$ cat src/rtl/unary_acc_pkg.sv
// Shared types and helpers for the unary window accumulator.
// State encoding for the window FSM and the all-ones clamp value for a given width.
package unary_acc_pkg;

   typedef enum logic {
      ST_ACCUM = 1'b0,
      ST_HOLD  = 1'b1
   } acc_state_t;

   // All-ones value of the given width, usable in constant expressions.
   function automatic logic [63:0] sat_max(input int unsigned width);
      if (width >= 64)
         return {64{1'b1}};
      return (64'd1 << width) - 64'd1;
   endfunction

endpackage

$ cat src/rtl/acc_lane.sv
// One accumulation channel: running sum, saturating or wrapping adder, sticky overflow flag.
// Latency: sum_nxt/ovf_nxt are combinational and include the current beat; registers update on add_en.
// Backpressure: none of its own; the parent gates add_en and restart.
module acc_lane
   import unary_acc_pkg::*;
#(
   parameter int DATA_WIDTH = 1,
   parameter int ACC_WIDTH  = 8,
   parameter int SATURATE   = 1
) (
   input  logic                  clk,
   input  logic                  rst,
   input  logic                  clear,
   input  logic                  add_en,
   input  logic                  restart,
   input  logic [DATA_WIDTH-1:0] data,
   output logic [ACC_WIDTH-1:0]  acc,
   output logic                  ovf,
   output logic [ACC_WIDTH-1:0]  sum_nxt,
   output logic                  ovf_nxt
);

   localparam logic [ACC_WIDTH-1:0] ACC_MAX = ACC_WIDTH'(sat_max(ACC_WIDTH));

   logic [ACC_WIDTH:0] wide_sum;
   logic               carry;

   // The extra top bit is the carry; it marks the true sum passing ACC_MAX.
   always_comb begin
      wide_sum = {1'b0, acc} + (ACC_WIDTH+1)'(data);
      carry    = wide_sum[ACC_WIDTH];
      if (SATURATE != 0 && carry)
         sum_nxt = ACC_MAX;
      else
         sum_nxt = wide_sum[ACC_WIDTH-1:0];
      ovf_nxt  = ovf | carry;
   end

   always_ff @(posedge clk or posedge rst) begin
      if (rst) begin
         acc <= '0;
         ovf <= 1'b0;
      end else if (clear || restart) begin
         acc <= '0;
         ovf <= 1'b0;
      end else if (add_en) begin
         acc <= sum_nxt;
         ovf <= ovf_nxt;
      end
   end

endmodule

$ cat src/rtl/unary_window_acc.sv
// Per-channel windowed accumulator: one packed result per WINDOW accepted beats.
// Latency: result valid 1 cycle after the accepting edge of the window's last beat.
// Backpressure: if the result register is still occupied at window end, in_ready drops (HOLD) until it drains.
module unary_window_acc
   import unary_acc_pkg::*;
#(
   parameter int NUM_CH     = 4,
   parameter int DATA_WIDTH = 1,
   parameter int ACC_WIDTH  = 8,
   parameter int WINDOW     = 255,
   parameter int SATURATE   = 1
) (
   input  logic                           clk,
   input  logic                           rst,
   input  logic                           clear,
   input  logic                           in_valid,
   output logic                           in_ready,
   input  logic [NUM_CH*DATA_WIDTH-1:0]   data_in,
   output logic                           out_valid,
   input  logic                           out_ready,
   output logic [NUM_CH*ACC_WIDTH-1:0]    acc_out,
   output logic [NUM_CH-1:0]              out_ovf,
   output logic [$clog2(WINDOW+1)-1:0]    beat_cnt
);

   localparam int CNT_W = $clog2(WINDOW+1);

   generate
      if (WINDOW < 1 || NUM_CH < 1 || ACC_WIDTH < DATA_WIDTH) begin : g_bad_params
         $error("unary_window_acc: need WINDOW>=1, NUM_CH>=1, ACC_WIDTH>=DATA_WIDTH");
      end
   endgenerate

   acc_state_t state_q, state_d;

   logic accept, last_beat, out_free, load_beat, load_held, go_hold, restart;
   logic [NUM_CH*ACC_WIDTH-1:0] lane_acc, lane_sum;
   logic [NUM_CH-1:0]           lane_ovf, lane_ovf_nxt;

   assign accept    = in_valid && in_ready && !clear;
   assign last_beat = accept && (beat_cnt == CNT_W'(WINDOW - 1));
   assign out_free  = !out_valid || out_ready;
   assign load_beat = last_beat && out_free;
   assign go_hold   = last_beat && !out_free;
   // In HOLD the result register is always occupied, so draining it frees the held sums.
   assign load_held = (state_q == ST_HOLD) && out_valid && out_ready && !clear;
   assign restart   = load_beat || load_held;

   always_ff @(posedge clk or posedge rst) begin
      if (rst)
         state_q <= ST_ACCUM;
      else
         state_q <= state_d;
   end

   always_comb begin
      state_d = state_q;
      if (clear) begin
         state_d = ST_ACCUM;
      end else begin
         case (state_q)
            ST_ACCUM: if (go_hold)   state_d = ST_HOLD;
            ST_HOLD:  if (load_held) state_d = ST_ACCUM;
            default:                 state_d = ST_ACCUM;
         endcase
      end
   end

   always_comb begin
      in_ready = (state_q == ST_ACCUM);
   end

   always_ff @(posedge clk or posedge rst) begin
      if (rst)
         beat_cnt <= '0;
      else if (clear || restart)
         beat_cnt <= '0;
      else if (accept)
         beat_cnt <= beat_cnt + CNT_W'(1);
   end

   // A fresh load in the same cycle as a drain keeps out_valid high: no bubble.
   always_ff @(posedge clk or posedge rst) begin
      if (rst) begin
         out_valid <= 1'b0;
         acc_out   <= '0;
         out_ovf   <= '0;
      end else if (clear) begin
         out_valid <= 1'b0;
         acc_out   <= '0;
         out_ovf   <= '0;
      end else if (load_beat) begin
         out_valid <= 1'b1;
         acc_out   <= lane_sum;
         out_ovf   <= lane_ovf_nxt;
      end else if (load_held) begin
         out_valid <= 1'b1;
         acc_out   <= lane_acc;
         out_ovf   <= lane_ovf;
      end else if (out_valid && out_ready) begin
         out_valid <= 1'b0;
      end
   end

   generate
      for (genvar c = 0; c < NUM_CH; c++) begin : g_lane
         acc_lane #(
            .DATA_WIDTH (DATA_WIDTH),
            .ACC_WIDTH  (ACC_WIDTH),
            .SATURATE   (SATURATE)
         ) u_lane (
            .clk     (clk),
            .rst     (rst),
            .clear   (clear),
            .add_en  (accept),
            .restart (restart),
            .data    (data_in[c*DATA_WIDTH +: DATA_WIDTH]),
            .acc     (lane_acc[c*ACC_WIDTH +: ACC_WIDTH]),
            .ovf     (lane_ovf[c]),
            .sum_nxt (lane_sum[c*ACC_WIDTH +: ACC_WIDTH]),
            .ovf_nxt (lane_ovf_nxt[c])
         );
      end
   endgenerate

endmodule

$ cat config.mk
export PLATFORM = sky130hd
export DESIGN_NAME = unary_window_acc
export DESIGN_NICKNAME = d
export VERILOG_FILES = /design/src/rtl/unary_acc_pkg.sv /design/src/rtl/acc_lane.sv /design/src/rtl/unary_window_acc.sv
export SDC_FILE = /design/constraint.sdc
export NUM_CORES = 1
export LEC_CHECK = 0
export CAP_MARGIN = 0
export CORE_MARGIN = 2
export CORE_UTILIZATION = 40
export CTS_BUF_LIST = sky130_fd_sc_hd__clkbuf_16
export CTS_CLUSTER_DIAMETER = 200
export DETAILED_ROUTE_END_ITERATION = 10
export PLACE_DENSITY = 0.59
export REMOVE_ABC_BUFFERS = 1
export SLEW_MARGIN = 30
export SYNTH_ARGS = -nofsm -noshare
export SYNTH_HDL_FRONTEND = slang
export SYNTH_HIERARCHICAL = 1
export SYNTH_SLANG_ARGS = --single-unit
export TNS_END_PERCENT = 5
$ cat constraint.sdc
create_clock -name clk -period 2.17 [get_ports clk]
set_clock_uncertainty 0.05 [all_clocks]
set_input_delay 0.3255 -clock clk [delete_from_list [all_inputs] [get_ports clk]]
set_output_delay 0.3255 -clock clk [all_outputs]
set_load 0.03 [all_outputs]
### After elaboration in Yosys (flattened, before gate mapping)

Index checks and enable logic that the tools add are counted.

* register bits: 82
* bits in latches: 0
* bits in writable memories: 0
* ROM bits: 0
* input bits: 9
* output and inout port bits: 46
* word-level logic and storage cells: 78
* memories kept: 0

* add/sub/neg operators: 5
* $mul: 0
* div/mod/pow operators: 0
* $lt $le $gt $ge: 0
* equal/unequal tests: 1
* shift-type cells: 0
* multiplexer cells: 36
* bitwise operators: 5
* reductions and logical operators: 18

Operators by type and width (number)
* two-way mux 8 bit: 14
* two-way mux 32 bit: 3
* adder 8 x 1 -> 9 bit: 4
* two-way mux 1 bit: 15
* two-way mux 4 bit: 3
* logical AND 1 bit: 9
* adder 8 x 1 -> 8 bit (second input constant): 1
* == test 8 bit (second input constant): 1
* OR 1 bit: 4
* nonzero test 4 bit: 1
* logical NOT 1 bit: 3
* logical OR 1 bit: 3
* nonzero test 3 bit: 1
* one-hot mux 1 bit (2 select lines): 1
* nonzero test 2 bit: 1
* inverter 1 bit: 1

### Logic depth before layout (Yosys ltp)

Gate-level depths: netlist of run 1.

* depth after elaboration: 8
* depth in mapped cells: 8
* depth with buffers taken out: 8

### Cells and area by module

The synthesis of run 1 kept the hierarchy.

Modules (own cells, without submodules)
* unary_window_acc: instances 1, cells an instance 272, area each 2640.0 um2
* acc_lane at g_lane[0].u_lane ...: instances 3, cells an instance 84, area each 711.9 um2
* acc_lane at g_lane[2].u_lane: instances 1, cells an instance 83, area each 698.2 um2

### Worst setup path before layout of run 1

Ideal clock, no wire load.

* path type: register to register
* start point: register state_q
* end point: register g_lane[2].u_lane.acc[7]
* data arrival time: 2.006 ns
* required time: 1.981 ns
* slack: -0.025 ns
* stages on the path, launching flop included: 9
* path buffers: 3
* cell sequence: dfrtp_1 > buf_6 > clkbuf_1 > nor2b_1 > nor2b_1 > buf_4 > nand3_1 > a2111oi_0 > a211oi_1

* longest elaborated chain between the ends: 8

RTL lines
* start, declared: RTL line unary_window_acc.sv:34 `acc_state_t state_q, state_d;`
* start signal, assigned: RTL line unary_window_acc.sv:53 `state_q <= state_d;`
* inverter 1 bit *
* logical AND 1 bit * (2 in series): RTL line unary_window_acc.sv:40 `assign accept = in_valid && in_ready && !clear;`
* net accept: RTL line unary_window_acc.sv:36 `logic accept, last_beat, out_free, load_beat, load_held, go_hold, restart;`
* logical AND 1 bit: RTL line unary_window_acc.sv:41 `assign last_beat = accept && (beat_cnt == CNT_W'(WINDOW - 1));`
* logical AND 1 bit: RTL line unary_window_acc.sv:43 `assign load_beat = last_beat && out_free;`
* logical OR 1 bit: RTL line unary_window_acc.sv:47 `assign restart = load_beat || load_held;`
* logical OR 1 bit: RTL line acc_lane.sv:43 `end else if (clear || restart) begin`
* two-way mux 8 bit or nonzero test 2 bit (tied branches)
* end signal, assigned: RTL line acc_lane.sv:47 `acc <= sum_nxt;`
* end, declared: RTL line acc_lane.sv:17 `output logic [ACC_WIDTH-1:0] acc,`

The timed path passes the listed nets; every way through them passes the cells marked *.
A chain may end at the register's enable or synchronous reset.

### Worst setup path in the final report of run 1

* start point: register state_q
* end point: output port in_ready

* longest elaborated chain between the ends: 1

RTL lines
* inverter 1 bit
* end, declared: RTL line unary_window_acc.sv:17 `output logic in_ready,`

No other way between the ends.

==> results of run 1 <==
[sequential cells by signal, indices dropped and copies added, names as in the netlist]
signal,count
acc_out,32
beat_cnt,8
g_lane.u_lane/acc,32
g_lane.u_lane/ovf,4
out_ovf,4
out_valid,1
state_q,1
[metrics by stage]
step / total power, mW / hold WS, ns / setup slack (ns)
after floorplan: 1.71 / 0.103 / -1.05
after global placement: 1.87 / 0.446 / -0.0960
after detailed placement: 1.87 / 0.456 / -0.170
after CTS: 3.27 / 0.433 / 0.136
after global routing: 3.36 / 0.455 / 0.0296
final: 3.22 / 0.405 / 0.149
[placed cells by master (no fill, tap or decap), drive strengths merged, types with 2 or more instances in the layout]
master / n
a211oi: 11
a21oi: 72
a221o: 36
a22oi: 5
a31oi: 16
a41oi: 4
and3: 14
and4: 10
buf: 53
clkbuf: 9
clkdlybuf4s50: 53
clkinv: 4
dfrtp: 82
ha: 10
inv: 25
mux2: 4
mux2i: 4
nand2: 37
nand2b: 42
nand3: 63
nand4: 13
nor2: 18
nor2b: 7
nor3: 24
nor4: 2
nor4bb: 2
o21a: 5
o21ai: 18
o21ba: 3
o31a: 4
o31ai: 3
or2: 5
or3: 4
or4: 2
xnor2: 2
xor2: 4
[cell families (layout without fill, tap and decap cells)]
kind of cell             after synthesis  in the layout  share of synthesized area (%)
buffers and inverters                 74            144                           8.25
XOR/XNOR                               6              6                          0.960
AO/OA/AOI/OAI                        181            181                           22.4
multiplexers                           8              8                           1.55
adder cells (fa/ha/maj)               10             10                           2.29
AND/OR/NAND/NOR                      246            246                           27.0
flip-flops                            82             82                           37.5
[critical path, stage by stage, from the launching register on]
cell,delay [ns]
dfrtp_1,0.47
inv_1,0.14
clkdlybuf4s50_1,0.68
[per-layer routing]
metal,vias to the layer above,part of all wire (%)
li1,2406,-
met1,2368,48
met2,95,47
met3,16,3.5
met4,0,1.8
met5,-,0
[worst max-delay path by stage]
stage / from / endpoint / cells past startpoint
2_1_floorplan: state_q$_DFF_PP0_ / g_lane[0].u_lane/acc[7]$_DFFE_PP0P_ / 5
3_3_place_gp: in_valid / acc_out[18]$_DFFE_PP0P_ / 8
3_5_place_dp: in_valid / g_lane[1].u_lane/acc[7]$_DFFE_PP0P_ / 7
4_1_cts: state_q$_DFF_PP0_ / in_ready / 2
5_1_grt: beat_cnt[0]$_DFFE_PP0P_ / g_lane[1].u_lane/acc[7]$_DFFE_PP0P_ / 8
6_report: state_q$_DFF_PP0_ / in_ready / 2
[timing repair]
action | in CTS | in global routing
resized for setup | 0 | 1
endpoints found under the hold margin | 0 | 0
endpoints found under the setup margin | 0 | 1
[cell type report]
class	count	area share [%]
clock inverters	7	0.456
flip-flops and latches	82	31.1
inverters	22	1.25
multi-input cells	451	45.2
well taps	176	3.34
repair buffers	106	15.2
clock buffers	9	3.42
[power groups by stage]
stage / clock network (mW) / logic [mW] / registers, mW
final: 1.37 / 0.288 / 1.56
after global routing: 1.48 / 0.321 / 1.56
after CTS: 1.42 / 0.289 / 1.56
after detailed placement: 0 / 0.287 / 1.59
after global placement: 0 / 0.285 / 1.59
after floorplan: 0 / 0.118 / 1.59
==> impl_metrics.yaml, run 1 <==
synth:
  netlist_area_um2: 5470
  synth.avg_cell_area_um2: 9.02
  synth_edf_count: 0
  synthTopCellsByArea: "dfrtp_1 37%, a21oi_1 6.6%, a221o_1 6.6%"
  syn_inst: 607
  ys_ff_latch: 82
  ys_warn_count: 6
  yosysMostFrequentCell: "dfrtp_1"
  synth_top_area_share_pct: 37.5
  ys_top_cells_by_count: "82 x dfrtp_1, 72 x a21oi_1, 56 x nand3_1"
  async_reset_ff_share_pct: 100
  synth.distinct_cells: 50
  synth.largest_area_cell: "dfrtp_1"
  seq_area_frac_synth_pct: 37.5
  ys.flop_type: "dfrtp_1"
critical_path:
  crit_arrival_ns: 1.65
  endpoint_kind: "output pin"
  cp.required_ns: 1.79
  reg2regPathDepth: 8
  startpoint_type: "flip-flop"
  path_class: "reg2out"
  r2r-start: "beat_cnt[0]$_DFFE_PP0P_"
  crit_path_max_fanout: 9
  r2r_end: "g_lane[1].u_lane/acc[7]$_DFFE_PP0P_"
  reg2reg_slack_ns: 0.22
sta:
  setup_violations: 0
  fin_tns_setup_ns: 0
  slew_violations: 0
  timing.fmax_mhz: 495
  relSlewSlack_pct: 68.6
  period_minus_slack_ns: 2.02
  fin_crit_sh_pct: 93.1
  hold_viol: 0
  worst_slew_pin_slew_ns: 0.471
  grt_setup_unrepaired: "false"
clocking:
  cts_max_level: 3
  insertion_delay_ns: 0.35
  hold_buffers: 0
  cts_tree: "yes"
  path_clk_slew_ns: 0.06
  clkSinkCount: 82
  cts_made_buffers: 9
  root_buffer: "clkbuf_16"
  cts_setup_buffers: 0
  clk_path_buf_depth: 2
grt:
  use_met1_pct: 29.7
  grt_pass1_wl_mm: 24.5
  first_global_vias: 4735
  grt.total_usage_pct: 21.0
  use_met3_pct: 2.73
  antenna_found_initial: 0
  grtUsageMet2_pct: 32.8
  grt_max_degree: 75
  grt.overflow.total: 0
  grt-busiest-layer: "met2"
power_and_ir_drop:
  power_leakage_nw: 2.64
  p_switching_uw: 808
  power_frac_comb_pct: 8.9
  p_int_mw: 2.41
  vdd_ir_drop_max_v: 0.000318
  switching_share_pct: 25.1
  p_per_area_nw_per_um2: 489
  p_seq_share_pct: 48.4
  p_clk_share_pct: 42.7
drt:
  drt_iter0_markers: 268
  via_per_inst: 5.73
  drcViolationCount: 0
  via_count: 4885
  wire_per_inst_um: 17.0
  firstDrtPassIters: 5
  wl_mm: 14.5
  ant_nets: 0
finish:
  stdcell_area_um2: 6590
  area_growth_pct: 20.4
  multi_input_area_um2: 2980
  fin_cells: 853
  seq_area_um2: 2050
  final_util_pct: 49.6
  finalNetCount: 691
  drive_gt1_share_pct: 13.7
  diodes: 0
  fillerInstances: 1250
place:
  place_area_um2: 6330
  port_buffers: 54
  place_congestion: 0.907
  dpl.hpwl_mm: 9.72
  dp.cells: 837
flow_run:
  maxCapViolations: 0
die:
  rows: 42
  die_height_um: 121
  die-area_um2: 14600
  ios: 55
  fp.dieW_um: 121
  initial_utilization_pct: 41.2
  core_area_um2: 13300
hold_path:
  hold_path_class: "in2async"
run_status:
  status: "finished, final reports clean"
No activity file was read; power rests on OpenSTA's default activity.
==> run 2: changes to the inputs <==
ABC_AREA = 0   (was unset)
ABC_CLOCK_PERIOD_IN_PS = 2170   (was unset)
==> results of run 2 <==
No change in the layout: final DEF, timing and power equal those of run 1.
